File: config.mk
export PLATFORM = sky130hd
export DESIGN_NAME = mem_ctrl_flat
export DESIGN_NICKNAME = d
export VERILOG_FILES = /design/src/rtl/mem_ctrl_if.sv /design/src/rtl/mem_ctrl.sv /design/src/flat_wrapper.sv
export SDC_FILE = /design/constraint.sdc
export NUM_CORES = 1
export LEC_CHECK = 0
export CORE_ASPECT_RATIO = 0.7
export CORE_MARGIN = 2
export CORE_UTILIZATION = 36
export DETAILED_ROUTE_END_ITERATION = 10
export PLACE_DENSITY_LB_ADDON = 0.08
export SLEW_MARGIN = 30
export SYNTH_ARGS = -nofsm -noshare
export SYNTH_HDL_FRONTEND = slang
export SYNTH_SLANG_ARGS = --single-unit
export TNS_END_PERCENT = 50
File: constraint.sdc
create_clock -name clk -period 3.13 [get_ports clk]
set_input_delay 0.939 -clock clk [delete_from_list [all_inputs] [get_ports clk]]
set_output_delay 0.939 -clock clk [all_outputs]
set_load 0.02 [all_outputs]
File: src/rtl/mem_ctrl_if.sv
// Bundle of the I-cache and load/store request channels plus the byte-wide RAM/IO bus.
// master is the controller side; slave is the requesters and external memory.
interface mem_ctrl_if #(
    parameter int ADDR_W = 32
);
    logic [7:0]        mem_din;
    logic [7:0]        mem_dout;
    logic [ADDR_W-1:0] mem_a;
    logic              mem_wr;
    logic              io_buffer_full;

    logic              ic_req;
    logic [ADDR_W-1:0] ic_addr;
    logic              ic_done;
    logic [31:0]       ic_data;

    logic              ls_req;
    logic              ls_wr;
    logic [ADDR_W-1:0] ls_addr;
    logic [1:0]        ls_size;
    logic [31:0]       ls_wdata;
    logic              ls_done;
    logic [31:0]       ls_rdata;

    logic              flush;

    modport master (
        input  mem_din, io_buffer_full,
        input  ic_req, ic_addr,
        input  ls_req, ls_wr, ls_addr, ls_size, ls_wdata,
        input  flush,
        output mem_dout, mem_a, mem_wr,
        output ic_done, ic_data,
        output ls_done, ls_rdata
    );

    modport slave (
        output mem_din, io_buffer_full,
        output ic_req, ic_addr,
        output ls_req, ls_wr, ls_addr, ls_size, ls_wdata,
        output flush,
        input  mem_dout, mem_a, mem_wr,
        input  ic_done, ic_data,
        input  ls_done, ls_rdata
    );
endinterface

File: src/rtl/mem_ctrl.sv
// Single-port memory controller: round-robin arbiter between I-cache fetches and the
// load/store buffer, serialising word/halfword/byte accesses onto a byte-wide bus.
module mem_ctrl #(
    parameter int         ADDR_W = 32,
    parameter logic [1:0] IO_HI  = 2'b11
) (
    input  logic       clk,
    input  logic       rst,
    input  logic       rdy,
    mem_ctrl_if.master bus
);
    typedef enum logic [1:0] {IDLE, READ, WRITE, DONE} state_t;
    typedef enum logic {OWN_IC, OWN_LS} owner_t;

    state_t            state;
    owner_t            owner;
    owner_t            last_grant;
    logic [ADDR_W-1:0] base;
    logic [2:0]        n;
    logic [2:0]        cnt;
    logic [31:0]       buf_q;
    logic              wr_q;

    logic [ADDR_W-1:0] mem_a_q;
    logic [7:0]        mem_dout_q;
    logic              mem_wr_q;
    logic              ic_done_q;
    logic              ls_done_q;
    logic [31:0]       ic_data_q;
    logic [31:0]       ls_rdata_q;

    logic              ic_elig;
    logic              ls_elig;
    logic              grant_ic;
    logic              grant_ls;
    logic [ADDR_W-1:0] grant_addr;
    logic [2:0]        ls_n;
    logic [2:0]        cnt_inc;
    logic              io_stall;
    logic [31:0]       rd_word;

    // NOTE: every signal written here gets a default first, so no path leaves it
    // unassigned and no latch is inferred.
    always_comb begin
        ic_elig    = bus.ic_req && !bus.flush;
        ls_elig    = bus.ls_req && !(bus.flush && !bus.ls_wr);
        grant_ic   = ic_elig && (!ls_elig || last_grant == OWN_LS);
        grant_ls   = ls_elig && !grant_ic;
        grant_addr = grant_ic ? bus.ic_addr : bus.ls_addr;
        case (bus.ls_size)
            2'd0:    ls_n = 3'd1;
            2'd1:    ls_n = 3'd2;
            default: ls_n = 3'd4;
        endcase
        cnt_inc  = cnt + 3'd1;
        io_stall = (state == WRITE) && (base[17:16] == IO_HI) && bus.io_buffer_full;
        // The byte returned this cycle belongs to the address issued one cycle earlier.
        rd_word  = buf_q;
        for (int i = 0; i < 4; i++) begin
            if (cnt == 3'(i + 1)) rd_word[8*i +: 8] = bus.mem_din;
        end
    end

    // NOTE: sequential state uses non-blocking assignments so every register samples
    // pre-edge values, independent of statement order.
    always_ff @(posedge clk) begin
        if (!rst) begin
            state      <= IDLE;
            owner      <= OWN_IC;
            last_grant <= OWN_LS;
            base       <= '0;
            n          <= '0;
            cnt        <= '0;
            buf_q      <= '0;
            wr_q       <= 1'b0;
            mem_a_q    <= '0;
            mem_dout_q <= '0;
            mem_wr_q   <= 1'b0;
            ic_done_q  <= 1'b0;
            ls_done_q  <= 1'b0;
            ic_data_q  <= '0;
            ls_rdata_q <= '0;
        end else if (rdy) begin
            ic_done_q <= 1'b0;
            ls_done_q <= 1'b0;
            case (state)
                IDLE: begin
                    cnt      <= '0;
                    mem_a_q  <= '0;
                    mem_wr_q <= 1'b0;
                    if (grant_ic || grant_ls) begin
                        if (ic_elig && ls_elig) last_grant <= grant_ic ? OWN_IC : OWN_LS;
                        owner   <= grant_ic ? OWN_IC : OWN_LS;
                        base    <= grant_addr;
                        mem_a_q <= grant_addr;
                        n       <= grant_ic ? 3'd4 : ls_n;
                        wr_q    <= grant_ls && bus.ls_wr;
                        if (grant_ls && bus.ls_wr) begin
                            buf_q      <= bus.ls_wdata;
                            mem_dout_q <= bus.ls_wdata[7:0];
                            mem_wr_q   <= 1'b1;
                            state      <= WRITE;
                        end else begin
                            buf_q <= '0;
                            state <= READ;
                        end
                    end
                end
                READ: begin
                    if (bus.flush) begin
                        state   <= IDLE;
                        cnt     <= '0;
                        mem_a_q <= '0;
                    end else if (cnt == n) begin
                        buf_q   <= rd_word;
                        mem_a_q <= '0;
                        state   <= DONE;
                        if (owner == OWN_IC) begin
                            ic_done_q <= 1'b1;
                            ic_data_q <= rd_word;
                        end else begin
                            ls_done_q  <= 1'b1;
                            ls_rdata_q <= rd_word;
                        end
                    end else begin
                        buf_q   <= rd_word;
                        cnt     <= cnt_inc;
                        mem_a_q <= (cnt_inc < n) ? base + ADDR_W'(cnt_inc) : '0;
                    end
                end
                WRITE: begin
                    if (!io_stall) begin
                        if (cnt == n - 3'd1) begin
                            mem_wr_q  <= 1'b0;
                            mem_a_q   <= '0;
                            ls_done_q <= 1'b1;
                            state     <= DONE;
                        end else begin
                            cnt        <= cnt_inc;
                            mem_a_q    <= base + ADDR_W'(cnt_inc);
                            mem_dout_q <= buf_q[{cnt_inc[1:0], 3'b000} +: 8];
                        end
                    end
                end
                DONE: begin
                    state <= IDLE;
                end
                default: begin
                    state <= IDLE;
                end
            endcase
        end
    end

    // Frozen cycles and IO back-pressure suppress the strobes; a flush kills the
    // done pulse of a fetch or load but never of a store.
    assign bus.mem_a    = mem_a_q;
    assign bus.mem_dout = mem_dout_q;
    assign bus.mem_wr   = mem_wr_q && rdy && !io_stall;
    assign bus.ic_done  = ic_done_q && rdy && !bus.flush;
    assign bus.ls_done  = ls_done_q && rdy && !(bus.flush && !wr_q);
    assign bus.ic_data  = ic_data_q;
    assign bus.ls_rdata = ls_rdata_q;
endmodule

File: src/flat_wrapper.sv
// flat-port wrapper written by rule: the top's interface ports become plain ports
module mem_ctrl_flat 
#(
    parameter int         ADDR_W = 32,
    parameter logic [1:0] IO_HI  = 2'b11
)
  (clk, rst, rdy, bus_mem_din, bus_io_buffer_full, bus_ic_req, bus_ic_addr, bus_ls_req, bus_ls_wr, bus_ls_addr, bus_ls_size, bus_ls_wdata, bus_flush, bus_mem_dout, bus_mem_a, bus_mem_wr, bus_ic_done, bus_ic_data, bus_ls_done, bus_ls_rdata);
  mem_ctrl_if #(.ADDR_W(ADDR_W)) bus_i ();
  input  logic clk;
  input  logic rst;
  input  logic rdy;
  input wire logic [$bits(bus_i.mem_din)-1:0] bus_mem_din;
  input wire logic [$bits(bus_i.io_buffer_full)-1:0] bus_io_buffer_full;
  input wire logic [$bits(bus_i.ic_req)-1:0] bus_ic_req;
  input wire logic [$bits(bus_i.ic_addr)-1:0] bus_ic_addr;
  input wire logic [$bits(bus_i.ls_req)-1:0] bus_ls_req;
  input wire logic [$bits(bus_i.ls_wr)-1:0] bus_ls_wr;
  input wire logic [$bits(bus_i.ls_addr)-1:0] bus_ls_addr;
  input wire logic [$bits(bus_i.ls_size)-1:0] bus_ls_size;
  input wire logic [$bits(bus_i.ls_wdata)-1:0] bus_ls_wdata;
  input wire logic [$bits(bus_i.flush)-1:0] bus_flush;
  output wire logic [$bits(bus_i.mem_dout)-1:0] bus_mem_dout;
  output wire logic [$bits(bus_i.mem_a)-1:0] bus_mem_a;
  output wire logic [$bits(bus_i.mem_wr)-1:0] bus_mem_wr;
  output wire logic [$bits(bus_i.ic_done)-1:0] bus_ic_done;
  output wire logic [$bits(bus_i.ic_data)-1:0] bus_ic_data;
  output wire logic [$bits(bus_i.ls_done)-1:0] bus_ls_done;
  output wire logic [$bits(bus_i.ls_rdata)-1:0] bus_ls_rdata;
  assign bus_i.mem_din = bus_mem_din;
  assign bus_i.io_buffer_full = bus_io_buffer_full;
  assign bus_i.ic_req = bus_ic_req;
  assign bus_i.ic_addr = bus_ic_addr;
  assign bus_i.ls_req = bus_ls_req;
  assign bus_i.ls_wr = bus_ls_wr;
  assign bus_i.ls_addr = bus_ls_addr;
  assign bus_i.ls_size = bus_ls_size;
  assign bus_i.ls_wdata = bus_ls_wdata;
  assign bus_i.flush = bus_flush;
  assign bus_mem_dout = bus_i.mem_dout;
  assign bus_mem_a = bus_i.mem_a;
  assign bus_mem_wr = bus_i.mem_wr;
  assign bus_ic_done = bus_i.ic_done;
  assign bus_ic_data = bus_i.ic_data;
  assign bus_ls_done = bus_i.ls_done;
  assign bus_ls_rdata = bus_i.ls_rdata;
  mem_ctrl #(.ADDR_W(ADDR_W), .IO_HI(IO_HI)) u_core (.clk(clk), .rst(rst), .rdy(rdy), .bus(bus_i));
endmodule
# After elaboration in Yosys (flattened, before gate mapping)
# Cells that the tools add are included.
# Widths: inputs -> output; s select.
dict set report totals {
  register_bits 182
  input_bits 114
  output_inout_bits 107
  word_cells 133
}
dict set report classes {
  addsub 3
  n_lt_le_gt_ge 1
  eq_ne 19
  shift 1
  mux 51
  n_bitwise 2
  reduce_logical 41
}
# operator n
set ops {}
lappend ops {{$mux 32} 10}
lappend ops {{$pmux 32 s3} 1}
lappend ops {{$mux 8} 8}
lappend ops {{$pmux 32 s2} 1}
lappend ops {{$add 32x3->32} 1}
lappend ops {{$shiftx 32x6->8} 1}
lappend ops {{$reduce_and 5->1} 4}
lappend ops {{$logic_and 1x1->1} 16}
lappend ops {{$pmux 8 s2} 1}
lappend ops {{$mux 3} 5}
lappend ops {{$mux 1} 14}
lappend ops {{$mux 2} 6}
lappend ops {{$reduce_and 4->1} 3}
lappend ops {{$pmux 3 s3} 1}
lappend ops {{$logic_not 1->1} 8}
lappend ops {{$ne 2x2->1 const B} 4}
lappend ops {{$pmux 2 s4} 1}
lappend ops {{$eq 2x2->1 const B} 3}
lappend ops {{$eq 3x2->1 const B} 2}
lappend ops {{$eq 3x3->1} 2}
lappend ops {{$pmux 3 s2} 1}
lappend ops {{$reduce_and 3->1} 2}
lappend ops {{$reduce_and 6->1} 1}
lappend ops {{$eq 2x1->1 const B} 2}
lappend ops {{14 further kinds} 20}

# Logic depth before layout (Yosys ltp)
dict set report logic_depth {
  depth_word 13
  ltp_mapped 12
  mapped_depth_nobuf 10
}

# Worst setup path after synthesis
# OpenSTA, ideal clock, no wires.
dict set report synth_path {
  path_kind {flip-flop to flip-flop}
  start {reg u_core.cnt[0]}
  end {reg u_core.mem_a_q[1], in the netlist u_core.bus.mem_a[1]}
  setup_time_ns 0.065
  arrival_time_ns 2.709
  required_time_ns 3.065
  path_slack_ns 0.356
  path_stages_with_launch 12
  n_path_buf 2
  synth_period_minus_slack_ns 2.774
  cell_sequence {dfxtp_1 > clkbuf_1 > inv_1 > ha_1 > ha_1 > nor2b_1 > o21ai_0 > or3b_2 > a21boi_2 > buf_2 > a21oi_1 > nor2_1}
}
dict set report synth_via {
  elab_chain_len 6
  elab_cells_between_ends 11
  classes_between {add/sub (2); order compare (1); eq/ne (2); mux (6)}
}
# element line_no
set synth_rtl {}
lappend synth_rtl {{from (decl)} mem_ctrl.sv:20} ;# logic [2:0] cnt;
lappend synth_rtl {{from (signal assigned)} mem_ctrl.sv:127} ;# cnt <= cnt_inc;
lappend synth_rtl {{from (signal assigned)} mem_ctrl.sv:139} ;# cnt <= cnt_inc;
lappend synth_rtl {{$add 3x1->3} mem_ctrl.sv:55} ;# cnt_inc = cnt + 3'd1;
lappend synth_rtl {{$add 32x3->32 / $lt 3x3->1 (equally long branches)} {mem_ctrl.sv:128, mem_ctrl.sv:140}}
lappend synth_rtl {{$mux 32} mem_ctrl.sv:128} ;# mem_a_q <= (cnt_inc < n) ? base + ADDR_W'(cnt_inc) : '0;
lappend synth_rtl {{$mux 32} mem_ctrl.sv:114} ;# end else if (cnt == n) begin
lappend synth_rtl {{$mux 32} mem_ctrl.sv:110} ;# if (bus.flush) begin
lappend synth_rtl {{$pmux 32 s3 (*)} mem_ctrl.sv:86} ;# case (state)
lappend synth_rtl {{to (signal assigned)} mem_ctrl.sv:95} ;# mem_a_q <= grant_addr;
lappend synth_rtl {{to (signal assigned)} mem_ctrl.sv:128}
lappend synth_rtl {{to (signal assigned)} mem_ctrl.sv:140} ;# mem_a_q <= base + ADDR_W'(cnt_inc);
lappend synth_rtl {{to (decl)} mem_ctrl.sv:24} ;# logic [ADDR_W-1:0] mem_a_q;
# Every way passes the cells marked *; elsewhere a longest branch is shown, timed or not. The select of a mux whose other input is x is not followed.
# A chain may end at the register's enable or synchronous reset.

# Final worst setup path
dict set report layout_path {
  start {in bus_io_buffer_full}
  end {out bus_mem_wr}
}
dict set report layout_via {
  elab_chain_len 3
}
# element line_no
set layout_rtl {}
lappend layout_rtl {{from (decl)} flat_wrapper.sv:13} ;# input wire logic [$bits(bus_i.io_buffer_full)-1:0] bus_io_buffer_full;
lappend layout_rtl {{$logic_and 1x1->1} mem_ctrl.sv:56} ;# io_stall = (state == WRITE) && (base[17:16] == IO_HI) && bus.io_buffer_full;
lappend layout_rtl {{$logic_not 1->1} n/a}
lappend layout_rtl {{$logic_and 1x1->1} mem_ctrl.sv:159} ;# assign bus.mem_wr = mem_wr_q && rdy && !io_stall;
lappend layout_rtl {{to (decl)} flat_wrapper.sv:24} ;# output wire logic [$bits(bus_i.mem_wr)-1:0] bus_mem_wr;
# No other way between the ends.

==> results.sh <==
export IMPL_rrSetupSlack_ps=500
export IMPL_endpoint_kind="primary output"
export IMPL_dp_hpwl_um=19610
export IMPL_clk_path_buf_depth=2
export IMPL_path_cells="clkdlybuf4s50_1 > nand4_1 > and3_1 > clkbuf_2"
export IMPL_synthCells=1021
export IMPL_switching_share_pct=30.38
export IMPL_vdd_drop_max_v=0.0003854
export IMPL_synth_seq_area_share_pct=41.16
export IMPL_gp_congestion=0.7915
export IMPL_cts_root_buf="clkbuf_16"
export IMPL_pin_count=221
export IMPL_post_route_min_period_ps=2965
export IMPL_cts_buffers=17
export IMPL_n_antenna_cell=0
export IMPL_dr_pass1_iters=5
export IMPL_clock_sinks=182
export IMPL_syn_num_nets=1152
export IMPL_postPlaceCellArea_um2=11640
export IMPL_synth_edf_count=0
export IMPL_layout_nets=1353
export IMPL_worst_path_max_fanout=2
export IMPL_dp_cells=1521
export IMPL_drt_iter0_drc=559
export IMPL_synth_area_per_cell_um2=8.669
export IMPL_die_w_um=191.4
export IMPL_path_buf_inv=2
export IMPL_fmax_mhz=337.2
export IMPL_grt_pass1_vias=7334
export IMPL_clkTransAtPathRegs_ps=60
export IMPL_clock_skew_ps=11.70
export IMPL_hold_path_class="reg2reg"
export IMPL_power_density_nw_per_um2=513.6
export IMPL_slew_headroom_pct=56.06
export IMPL_yosysWarnings=0
export IMPL_crit_type="in2out"
export IMPL_wl_per_cell_um=17.61
export IMPL_tightest_slew_ps=659.1
export IMPL_outcome="completed"
export IMPL_cts_tree="built"
export IMPL_finalWirelength_um=27350
export IMPL_fillCellCount=2248
export IMPL_synth_seq_cells=182
export IMPL_slowest_stage="clkdlybuf4s50_1"
export IMPL_design_area_um2=12230
export IMPL_die_y_um=135.2
export IMPL_ctsHoldBuffers=0
export IMPL_layout_drive_gt1_share_pct=8.664
export IMPL_antenna_found_initial=1
export IMPL_p_int_mw=4.374
export IMPL_vias=8015
export IMPL_rows=47
export IMPL_route_detailed_drc=0
export IMPL_stdcell_count=1553
export IMPL_post_route_period_util_pct=94.73
export IMPL_io_buffers=220
export IMPL_power_frac_comb_pct=22.1
export IMPL_syn_area_um2=8851
export IMPL_setup_viol=0
export IMPL_synth_ff_type="dfxtp_1"
export IMPL_required_ps=2190
export IMPL_rsz0062_at_grt="no"
export IMPL_grt_pass1_wl_um=42410
export IMPL_initial_core_util_pct=37.07
export IMPL_synthArstFlopShare_pct=0
export IMPL_antenna_left=0
export IMPL_grtUsageTotal_pct=21.30
export IMPL_cp_top_family="buffers and inverters"
export IMPL_critPathArrivalTime_ps=2030
export IMPL_dp_slack_ps=-220.3
export IMPL_dieArea_um2=25880
export IMPL_seq_power_share_pct=42.5
export IMPL_slew_viol_final=0
export IMPL_insertion_delay_ps=450
export IMPL_core_area_um2=23880
export IMPL_hold_viol_final=0
export IMPL_areaGrowthSynthToFinish_pct=38.22
export IMPL_power_share_clock_pct=35.4
export IMPL_fin_ws_ps=164.8
export IMPL_drv_cap=0
export IMPL_htree_num_levels=4
export IMPL_crit_path_start_kind="primary input"
export IMPL_whs_ps=492.3
export IMPL_synth_cell_type_count=47
export IMPL_cpPeakStageDelay_ps=450
export IMPL_p_leak_nw=4.498
export IMPL_p_switching_mw=1.909
export IMPL_overflow=0
export IMPL_grt_start_max_net_pins=65
export IMPL_via_per_inst=5.161
[routing by layer]
metal	track usage [%]	vias up	part of all wire [%]	wire, um
li1	-	4045	-	-
met3	5.517	11	7.1	1945
met5	0	-	0	0
met4	4.017	0	0.73	201
met2	28.20	231	39	10590
met1	33.92	3728	53	14610
[cell families (layout without fill, tap and decap cells)]
group                      after synthesis  after routing  synth area share, %
AOI/OAI and AO/OA                      296            296                21.80
xor gates and xnor gates                34             34                3.520
adders and majority gates               17             17                2.488
buffers and inverters                  101            315                4.566
DFF                                    182            182                41.16
muxes                                   82             82                10.40
and+or+nand+nor                        309            309                16.06
[worst register-to-register path, cell delays in order, from the launching register on]
cell,delay [ps]
dfxtp_1,380
inv_1,110
ha_1,350
ha_1,290
nor2b_1,120
o21ai_0,130
or3b_2,470
a21boi_2,200
buf_12,220
o21ai_0,120
a21oi_1,160
[worst paths after layout]
check | startpoint | cells after the start | endpoint
setup / recovery | bus_io_buffer_full | 4 | bus_mem_wr
hold / removal | u_core.mem_wr_q | 2 | u_core.mem_wr_q
setup reg to reg | u_core.cnt[0] | 10 | u_core.bus.mem_a[31]
hold reg to reg | u_core.mem_wr_q | 2 | u_core.mem_wr_q
[per-stage QoR]
stage | util, % | total power, mW | TNS, ps
finish | 51.24 | 6.283 | 0
CTS | 51.26 | 6.321 | 0
detailed placement | 48.76 | 4.102 | -344.4
global placement | 48.76 | 4.090 | -324.3
floorplan | - | 3.477 | 0
global route | 51.24 | 6.574 | 0
[area by class of cell]
class / count / area [um^2] / share of cell area (%)
clock buffers: 19 / 452.9 / 3.702
clock inverters: 13 / 146.4 / 1.197
inverters: 17 / 66.31 / 0.5420
multi-input cells: 738 / 4842 / 39.58
flip-flops and latches: 182 / 3643 / 29.78
well taps: 318 / 397.9 / 3.252
repair buffers: 266 / 2685 / 21.95
[registers in the layout, summed over array words and instances, names as in the netlist]
| register | flops |
|---|---|
| u_core.base | 32 |
| u_core.buf_q | 32 |
| u_core.bus.ic_data | 32 |
| u_core.bus.ls_rdata | 32 |
| u_core.bus.mem_a | 32 |
| u_core.bus.mem_dout | 8 |
| u_core.cnt | 3 |
| u_core.n | 3 |
| u_core.state | 2 |
| u_core.ic_done_q | 1 |
| u_core.last_grant | 1 |
| u_core.ls_done_q | 1 |
| u_core.mem_wr_q | 1 |
| u_core.owner | 1 |
| u_core.wr_q | 1 |
[cells in the final DEF (no fill, tap or decap), drive strengths merged, types with 7 or more instances in the layout]
master | synthesis | layout
mux2i | 74 | 74
nor2 | 162 | 162
nor3 | 7 | 7
o21ai | 70 | 70
dfxtp | 182 | 182
clkdlybuf4s50 | 0 | 216
o211a | 25 | 25
nor2b | 37 | 37
a211oi | 115 | 115
inv | 16 | 20
clkinv | 1 | 7
buf | 27 | 47
a21oi | 77 | 77
xor2 | 7 | 7
xnor2 | 26 | 26
nand2 | 51 | 51
ha | 16 | 16
nand3 | 12 | 12
mux4 | 8 | 8
nand4 | 20 | 20
clkbuf | 57 | 20
[power by group through the flow]
| stage | Sequential (mW) | Clock, mW | Combinational, mW |
|---|---|---|---|
| final | 2.67 | 2.22 | 1.39 |
| after CTS | 2.66 | 2.26 | 1.39 |
| after floorplan | 2.75 | 0 | 0.732 |
| after global placement | 2.71 | 0 | 1.38 |
| after global routing | 2.69 | 2.36 | 1.52 |
| after detailed placement | 2.71 | 0 | 1.39 |
[repair_timing]
| item | CTS | global route |
|---|---|---|
| resized for setup | 3 | 2 |
| buffers inserted | 0 | 0 |
| pin swaps | 0 | 1 |
| endpoints found under the setup margin | 3 | 1 |
| endpoints found under the hold margin | 0 | 0 |
| cloned | 0 | 0 |
[synthesized netlist by cell type, types with 11 or more instances]
master,n,share of area [%]
nor2_1,161,6.8
o21ai_0,70,4.0
nand2_1,51,2.2
mux2i_1,74,8.4
dfxtp_1,182,41
nand3_1,11,0.62
ha_1,16,2.3
clkbuf_1,57,2.4
a21oi_1,77,4.4
xnor2_1,26,2.6
nand4_1,20,1.4
nor2b_1,37,2.6
o211a_1,25,2.8
a211oi_1,114,9.7
inv_1,16,0.68
buf_2,17,0.96
Power figures use the tool's default switching activity.
